===== src/rtl/find_multi_points.sv =====
// Raster-scan blob detector: groups binarised pixels into up to four bounding boxes
// by proximity and publishes box centres, a valid mask, a count and a drop count at frame end.
module find_multi_points #(
    parameter int unsigned DIST = 4
) (
    input  logic        CLK,
    input  logic        RST,
    input  logic        VGA_HS,
    input  logic        VGA_VS,
    input  logic        BINARY_FLAG,
    input  logic [15:0] H_CNT,
    input  logic [15:0] V_CNT,
    output logic [15:0] o_POINTS_H0,
    output logic [15:0] o_POINTS_V0,
    output logic [15:0] o_POINTS_H1,
    output logic [15:0] o_POINTS_V1,
    output logic [15:0] o_POINTS_H2,
    output logic [15:0] o_POINTS_V2,
    output logic [15:0] o_POINTS_H3,
    output logic [15:0] o_POINTS_V3,
    output logic [15:0] o_POINTS_LIST,
    output logic [15:0] o_POINTS_NUM,
    output logic [15:0] test
);

    localparam int unsigned W     = 16;
    localparam int unsigned CW    = W + 1;
    localparam int unsigned NSLOT = 4;
    localparam int unsigned IW    = $clog2(NSLOT);

    logic             vs_d;
    logic             frame_ok;
    logic [NSLOT-1:0] valid;
    logic [W-1:0]     min_h [NSLOT];
    logic [W-1:0]     max_h [NSLOT];
    logic [W-1:0]     min_v [NSLOT];
    logic [W-1:0]     max_v [NSLOT];
    logic [W-1:0]     drop_cnt;

    logic [W-1:0]     pt_h [NSLOT];
    logic [W-1:0]     pt_v [NSLOT];
    logic [W-1:0]     pt_list;
    logic [W-1:0]     pt_num;
    logic [W-1:0]     pt_test;

    logic             frame_start;
    logic             frame_end;
    logic             accept;
    logic [NSLOT-1:0] live;
    logic [NSLOT-1:0] match;
    logic             hit;
    logic             has_free;
    logic [IW-1:0]    hit_idx;
    logic [IW-1:0]    free_idx;
    logic [CW-1:0]    h_x;
    logic [CW-1:0]    v_x;
    logic [W-1:0]     cen_h [NSLOT];
    logic [W-1:0]     cen_v [NSLOT];
    logic [W-1:0]     num;

    // frame_ok stays low after reset until VS has been seen low, so a partial frame is never reported
    assign frame_start = VGA_VS & ~vs_d;
    assign frame_end   = ~VGA_VS & vs_d & frame_ok;
    assign accept      = VGA_VS & VGA_HS & BINARY_FLAG & frame_ok;

    // Proximity match against the slot set seen by this pixel; a frame start empties it first
    always_comb begin
        live     = frame_start ? '0 : valid;
        h_x      = CW'(H_CNT);
        v_x      = CW'(V_CNT);
        hit      = 1'b0;
        hit_idx  = '0;
        has_free = 1'b0;
        free_idx = '0;
        for (int unsigned k = 0; k < NSLOT; k++) begin
            match[k] = live[k]
                     && (h_x + CW'(DIST) >= CW'(min_h[k]))
                     && (h_x <= CW'(max_h[k]) + CW'(DIST))
                     && (v_x <= CW'(max_v[k]) + CW'(DIST));
            if (match[k] && !hit) begin
                hit     = 1'b1;
                hit_idx = IW'(k);
            end
            if (!live[k] && !has_free) begin
                has_free = 1'b1;
                free_idx = IW'(k);
            end
        end
    end

    // Box centres and slot count for the frame-end snapshot
    always_comb begin
        num = '0;
        for (int unsigned k = 0; k < NSLOT; k++) begin
            cen_h[k] = valid[k] ? W'((CW'(min_h[k]) + CW'(max_h[k])) >> 1) : '0;
            cen_v[k] = valid[k] ? W'((CW'(min_v[k]) + CW'(max_v[k])) >> 1) : '0;
            num      = num + W'(valid[k]);
        end
    end

    always_ff @(posedge CLK) begin
        if (RST) begin
            vs_d     <= 1'b0;
            frame_ok <= 1'b0;
            valid    <= '0;
            drop_cnt <= '0;
            pt_list  <= '0;
            pt_num   <= '0;
            pt_test  <= '0;
            for (int unsigned k = 0; k < NSLOT; k++) begin
                min_h[k] <= '0;
                max_h[k] <= '0;
                min_v[k] <= '0;
                max_v[k] <= '0;
                pt_h[k]  <= '0;
                pt_v[k]  <= '0;
            end
        end else begin
            vs_d <= VGA_VS;
            if (!VGA_VS) begin
                frame_ok <= 1'b1;
            end
            if (frame_start) begin
                valid    <= '0;
                drop_cnt <= '0;
            end
            if (accept) begin
                if (hit) begin
                    if (H_CNT < min_h[hit_idx]) min_h[hit_idx] <= H_CNT;
                    if (H_CNT > max_h[hit_idx]) max_h[hit_idx] <= H_CNT;
                    if (V_CNT > max_v[hit_idx]) max_v[hit_idx] <= V_CNT;
                end else if (has_free) begin
                    valid[free_idx] <= 1'b1;
                    min_h[free_idx] <= H_CNT;
                    max_h[free_idx] <= H_CNT;
                    min_v[free_idx] <= V_CNT;
                    max_v[free_idx] <= V_CNT;
                end else if (drop_cnt != '1) begin
                    drop_cnt <= drop_cnt + W'(1);
                end
            end
            if (frame_end) begin
                pt_list <= W'(valid);
                pt_num  <= num;
                pt_test <= drop_cnt;
                for (int unsigned k = 0; k < NSLOT; k++) begin
                    pt_h[k] <= cen_h[k];
                    pt_v[k] <= cen_v[k];
                end
            end
        end
    end

    assign o_POINTS_H0   = pt_h[0];
    assign o_POINTS_V0   = pt_v[0];
    assign o_POINTS_H1   = pt_h[1];
    assign o_POINTS_V1   = pt_v[1];
    assign o_POINTS_H2   = pt_h[2];
    assign o_POINTS_V2   = pt_v[2];
    assign o_POINTS_H3   = pt_h[3];
    assign o_POINTS_V3   = pt_v[3];
    assign o_POINTS_LIST = pt_list;
    assign o_POINTS_NUM  = pt_num;
    assign test          = pt_test;

endmodule


===== config.mk =====
export PLATFORM = sky130hd
export DESIGN_NAME = find_multi_points
export DESIGN_NICKNAME = d
export VERILOG_FILES = /design/src/rtl/find_multi_points.sv
export SDC_FILE = /design/constraint.sdc
export NUM_CORES = 1
export LEC_CHECK = 0
export ABC_CLOCK_PERIOD_IN_PS = 14980
export CAP_MARGIN = 30
export CORE_ASPECT_RATIO = 1.75
export CORE_MARGIN = 4
export CORE_UTILIZATION = 65
export DETAILED_ROUTE_END_ITERATION = 8
export PLACE_DENSITY = 0.9
export SLEW_MARGIN = 10
export SYNTH_ARGS = -nofsm -noshare
export SYNTH_HDL_FRONTEND = slang
export SYNTH_SLANG_ARGS = --single-unit

===== constraint.sdc =====
create_clock -name CLK -period 14.98 [get_ports CLK]
set_input_delay 2.247 -clock CLK [delete_from_list [all_inputs] [get_ports CLK]]
set_output_delay 2.247 -clock CLK [all_outputs]
set_load 0.05 [all_outputs]

After elaboration in Yosys (flattened, before gate mapping)
Memory sizes are Yosys's and may differ from the RTL's.
Cells that the tools add are included.
Widths: inputs -> output; s select.
{"block": "op_classes", "magnitude_cmp": 17, "n_mux": 88, "bitwise": 17, "n_eq_ne": 1, "addsub": 21, "reduce_logical": 34}
{"operator": "$mux 16", "n": 28}
{"operator": "$add 16x3->17 const B", "n": 9}
{"operator": "$add 16x16->17", "n": 8}
{"operator": "$le 16x17->1", "n": 8}
{"operator": "$reduce_or 16->1", "n": 7}
{"operator": "$ge 17x16->1", "n": 4}
{"operator": "$mux 1", "n": 43}
{"operator": "$gt 16x16->1", "n": 2}
{"operator": "$mux 2", "n": 11}
{"operator": "$mux 4", "n": 5}
{"operator": "$logic_and 1x1->1", "n": 19}
{"operator": "$add 16x1->16 const B", "n": 1}
{"operator": "$lt 16x16->1", "n": 1}
{"operator": "$ne 16x16->1 const B", "n": 1}
{"operator": "$logic_not 1->1", "n": 8}
{"operator": "$or 1x1->1", "n": 8}
{"operator": "$and 1x1->1", "n": 6}
{"operator": "$add 3x1->4", "n": 1}
{"operator": "$or 4x4->4", "n": 1}
{"operator": "$add 2x1->3", "n": 1}
{"operator": "$lt 2x3->1 const B", "n": 1}
{"operator": "$add 1x1->2", "n": 1}
{"operator": "$demux 1 s2", "n": 1}
{"operator": "$ge 2x1->1 const B", "n": 1}
{"operator": "$not 1->1", "n": 2}
{"block": "word_totals", "wordCells": 191, "output_inout_bits": 176, "n_memories": 6, "ramBits": 384, "in_bits": 37, "ff_bits": 58}
{"name": "max_h", "words": 4, "width": 16, "rd": 5, "rd_ports_with_merged_regs": 0, "wr": 4, "line_no": "35", "text": "logic [W-1:0] max_h [NSLOT];"}
{"name": "max_v", "words": 4, "width": 16, "rd": 5, "rd_ports_with_merged_regs": 0, "wr": 4, "line_no": "37", "text": "logic [W-1:0] max_v [NSLOT];"}
{"name": "min_h", "words": 4, "width": 16, "rd": 5, "rd_ports_with_merged_regs": 0, "wr": 4, "line_no": "34", "text": "logic [W-1:0] min_h [NSLOT];"}
{"name": "min_v", "words": 4, "width": 16, "rd": 4, "rd_ports_with_merged_regs": 0, "wr": 4, "line_no": "36", "text": "logic [W-1:0] min_v [NSLOT];"}
{"name": "pt_h", "words": 4, "width": 16, "rd": 4, "rd_ports_with_merged_regs": 0, "wr": 4, "line_no": "40", "text": "logic [W-1:0] pt_h [NSLOT];"}
{"name": "pt_v", "words": 4, "width": 16, "rd": 4, "rd_ports_with_merged_regs": 0, "wr": 4, "line_no": "41", "text": "logic [W-1:0] pt_v [NSLOT];"}

Depth between registers and ports, before layout
An unclocked memory read counts as a cell.
{"block": "logic_depth", "ltp_word": 26, "depth_mapped": 32, "depth_no_buf": 27}

Least setup slack after synthesis
Ideal clock, no wire load.
{"block": "synth_timing", "kind": "input to register", "startpoint": "input H_CNT[5]", "endpoint": "memory min_h[1][0] (enable)", "required_time_ns": 14.569, "setup_slack_ns": 6.031, "path_buffers": 5, "setup_ns": 0.411, "t_arrival_ns": 8.538, "cell_stages": 30, "cell_sequence": "and3_1 > and3_1 > and2_1 > nand3_1 > xnor2_1 > ha_1 > nand4_1 > a21o_1 > a31oi_1 > a2111oi_0 > o21ai_0 > a22o_1 > buf_2 > nand2b_1 > clkbuf_1 > buf_2 > clkbuf_1 > o211ai_1 > o21ai_0 > ha_1 > a21o_1 > a21o_1 > a21oi_1 > a21oi_1 > nor3_1 > o21ai_1 > a211oi_2 > a21oi_2 > buf_4 > o21ai_0"}
{"element": "start: declaration", "line_no": "11", "text": "input logic [15:0] H_CNT,"}
{"element": "end: declaration", "line_no": "34"}

==> impl_results.md <==
* Status: finished, final reports clean
* H-tree lvl count at 2
* Hold-fix buffer count after cts at 0
* Post-Syn Area at slightly above 30000 um2
* Number of max-cap violations at 0
* Static Leakage at 13.9 nW
* Reg2Reg Launch Point: max_h[0][5]
* Total Die Area at about 50000 um2
* Rel. slew slack at 20.8%
* Number of nets still failing antenna checks after routing at 0
* Post-synthesis instance total at between 3000 and 4000
* Fraction of final layout cells sized beyond drive strength 1 at 6.54%
* Yosys top cell area share at between 30% and 40%
* Min cycle time layout at 11.12 ns
* Post-route setup TNS at 0 ns
* Type of the worst setup path: input port to flop
* Final-report hold violation count at 0
* Avg Vias per Cell at 7.08
* Via count at 27211
* Crit. Startpoint: H_CNT[13]
* Source of the worst hold timing path: o_POINTS_LIST[1]
* Dominant cell by count in the synthesized netlist: sky130_fd_sc_hd__edfxtp_1
* Clock Root Buffer: sky130_fd_sc_hd__clkbuf_16
* Avg Inst Size Synth at 9.99 um2
* Met3 usage in global routing at 10.3%
* Placed cell areas at between 30000 and 40000 um2
* Initial Util at between 60% and 70%
* Slew at the pin closest to its max-slew limit at 1.16 ns
* Core outline area at 46100 um2
* Peak supply drop at 0.000102 V
* Fmax at 0.0899 GHz
* Total Nets Final at 3646
* Skew final at between 0.04 and 0.05 ns
* Clock Latency Late Sink at about 0.58 ns
* Largest fanout of any net on the critical path at 53
* Global placer's final weighted congestion at 1.09
* Number of search-and-repair iterations in the first detailed-routing pass at 8
* Maximum count of clock buffers along a single path at 3
* Number of design-rule violations left by the first detailed-router iteration at 3435
* Largest cells by area after synthesis: sky130_fd_sc_hd__edfxtp_1 (38%), sky130_fd_sc_hd__ha_1 (15%), sky130_fd_sc_hd__dfxtp_1 (3.0%)
* Global-route wire length before repair at 171000 um
* Total clock buffers created by CTS at 39
* Vertical extent of the die at 294 um
* Setup repair after global routing missed its margin: false
* Pwr/cell area at 87.0 nW/um2
* Global routing usage on met2 at approximately four fifths
* Final core area utilization at 74.3%
* Global-route layer with the greatest usage: met2
* Cell area after layout at 34200 um2
* Arrival time worst endpoint at 11.37 ns
* Share of synthesized flip-flops with an asynchronous set or reset at 0%
* Resize count post-CTS at 0
* Number of enable flip-flop cells after synthesis at 384
* Number of global-route vias before repair at ~28000
* Total GRT Usage at 46.0%
* Category of the worst setup path launch point: input port
* Total I/O pin count at roughly 210
* Die Span X at between 150 and 200 um
* Kind of capture point of the worst setup path: flop
* Finish-stage setup viols at 0
* Count of buffers added by post-CTS timing repair for setup at 0
* Pin count of the biggest net entering global routing at 73
* Count of state elements after synthesis at 429
* Detailed-route DRC error count at 0
* Area added between synthesis and finish at 12.8%
* Top_reg_cell synth: sky130_fd_sc_hd__edfxtp_1
* Remaining global-route overflow at 0
* Required time reported for the critical path endpoint at 15.23 ns
* Placement row count at ~100
* Total of warnings raised by yosys at 0
* Clk slew on worst S/H paths at roughly 0.070 ns
* CTS Sinks at 429
* Path category of the worst min-delay check: flop to flop
* Number of library cell types mapped by synthesis at 93
* IO buf count at ~190
* Biggest area consumer among synthesized cells: sky130_fd_sc_hd__edfxtp_1
* Routed wire length per instance at 30.6 um
* Final wirelength at 118000 um
* Most frequent cells after synthesis: sky130_fd_sc_hd__edfxtp_1 (384), sky130_fd_sc_hd__ha_1 (371), sky130_fd_sc_hd__nor2_1 (240)
* Final critical-path share of the clock period at 74.3%
* CTS tree: yes
* Detailed placer's ending HPWL at 88900 um
* Part of the Yosys area used for sequential elements at 41.0%
* Initial antenna violation count at 4
* Post-route worst hold slack at 0.458 ns
* Count of pins over their slew limit at 0
* Met1 GRT Util at between 40% and 50%
-- flip-flops by register name, indices dropped and copies added (netlist names), 16 cells and up --
signal / cells
min_h: 64
drop_cnt: 16
max_h: 64
pt_v: 64
max_v: 64
min_v: 64
pt_h: 64
test: 16
-- metal layers --
metal / vias to the layer above / part of all wire (%)
met3: 902 / 9.1
met4: 2 / 14
met1: 12610 / 28
li1: 11628 / -
met2: 2069 / 48
met5: - / 0.014
-- logic make-up (layout without fill, tap and decap cells) --
logic type,count (synthesis),after routing,synth area share [%]
and+or+nand+nor,1111,1111,18.5
DFF,429,429,41.0
muxes,61,61,2.14
adders and majority gates,380,380,15.9
buffers and inverters,272,468,3.91
other,1,29,0.0124
xor gates and xnor gates,180,180,5.20
AOI/OAI and AO/OA,603,603,13.4
-- final timing paths --
check                                         to  slack (ns)  depth (start not counted)
worst max-delay path                 max_v[2][4]        3.86                         26
worst min-delay path            o_POINTS_LIST[1]        0.46                          2
worst max register to register       max_v[2][4]        5.23                         25
worst min register to register  o_POINTS_LIST[1]        0.46                          2
-- power by group --
part / total [mW] / leakage, nW / internal [mW] / switching [mW]
clock: 1.03 / 0.606 / 0.546 / 0.479
sequential: 1.41 / 4.32 / 1.34 / 0.0628
combinational: 0.545 / 8.98 / 0.186 / 0.359
total: 2.98 / 13.9 / 2.08 / 0.901
-- cell type report --
| class | count | area [um2] |
|---|---|---|
| multi-input combinational | 2360 | 16900 |
| sequential | 429 | 12400 |
| fill | 3011 | 11900 |
| timing repair buffer | 244 | 2330 |
| clock buffer | 49 | 1060 |
| tap | 583 | 729 |
| inverter | 155 | 584 |
| clock inverter | 20 | 190 |
| antenna | 4 | 10.0 |
-- critical path, cell delays in order --
cell,delay [ns]
sky130_fd_sc_hd__clkdlybuf4s50_1,0.91
sky130_fd_sc_hd__inv_1,0.39
sky130_fd_sc_hd__nor3_1,0.42
sky130_fd_sc_hd__nand3_1,0.15
sky130_fd_sc_hd__xnor2_1,0.45
sky130_fd_sc_hd__ha_1,0.36
sky130_fd_sc_hd__nand4_1,0.09
sky130_fd_sc_hd__a21o_1,0.11
sky130_fd_sc_hd__a31oi_1,0.09
sky130_fd_sc_hd__a2111oi_0,0.62
sky130_fd_sc_hd__o21ai_0,0.24
sky130_fd_sc_hd__a22o_1,0.46
sky130_fd_sc_hd__nand2b_4,0.58
sky130_fd_sc_hd__buf_4,0.63
sky130_fd_sc_hd__mux2_2,0.40
sky130_fd_sc_hd__o21ai_0,0.19
sky130_fd_sc_hd__ha_1,0.28
sky130_fd_sc_hd__a21o_1,0.18
sky130_fd_sc_hd__a21o_1,0.19
sky130_fd_sc_hd__a21oi_1,0.20
sky130_fd_sc_hd__o21ai_0,0.16
sky130_fd_sc_hd__o31ai_1,0.43
sky130_fd_sc_hd__a211oi_2,0.15
sky130_fd_sc_hd__buf_4,0.23
sky130_fd_sc_hd__a221oi_2,0.70
sky130_fd_sc_hd__or2_2,0.46
-- cell usage in the layout (no fill, tap or decap), types with 12 or more instances in the layout --
cell type	Yosys	routed
sky130_fd_sc_hd__dfxtp_1	45	45
sky130_fd_sc_hd__edfxtp_1	384	384
sky130_fd_sc_hd__xnor2_1	83	83
sky130_fd_sc_hd__a21oi_1	159	159
sky130_fd_sc_hd__nand4_1	57	57
sky130_fd_sc_hd__and4_1	12	12
sky130_fd_sc_hd__ha_1	371	371
sky130_fd_sc_hd__o21ai_0	140	135
sky130_fd_sc_hd__nor2_1	240	240
sky130_fd_sc_hd__a21o_1	57	57
sky130_fd_sc_hd__clkbuf_16	0	40
sky130_fd_sc_hd__a211oi_1	38	38
sky130_fd_sc_hd__mux2i_1	30	30
sky130_fd_sc_hd__xor2_1	97	97
sky130_fd_sc_hd__o21a_1	20	20
sky130_fd_sc_hd__and2_1	110	110
sky130_fd_sc_hd__a31o_2	14	14
sky130_fd_sc_hd__nor2b_1	33	33
sky130_fd_sc_hd__nand3_1	110	110
sky130_fd_sc_hd__nand2b_1	15	14
sky130_fd_sc_hd__a22o_1	22	22
sky130_fd_sc_hd__nor3_1	142	142
sky130_fd_sc_hd__inv_1	148	147
sky130_fd_sc_hd__nand2_1	204	204
sky130_fd_sc_hd__buf_4	30	52
sky130_fd_sc_hd__nor4_1	47	47
sky130_fd_sc_hd__conb_1	1	25
sky130_fd_sc_hd__mux2_2	31	31
sky130_fd_sc_hd__clkdlybuf4s50_1	0	187
sky130_fd_sc_hd__and3_1	100	100
sky130_fd_sc_hd__o211ai_1	30	30
-- through the flow --
step           worst slack (ns)  cells  power, mW
2_1_floorplan              6.03   3061       1.74
3_3_place_gp               3.50   3762       1.92
3_5_place_dp               3.50   3764       1.94
4_1_cts                    4.03   3833       2.94
5_1_grt                    3.28   3842       3.05
6_report                   3.86   3844       2.98
Power figures use the tool's default switching activity.
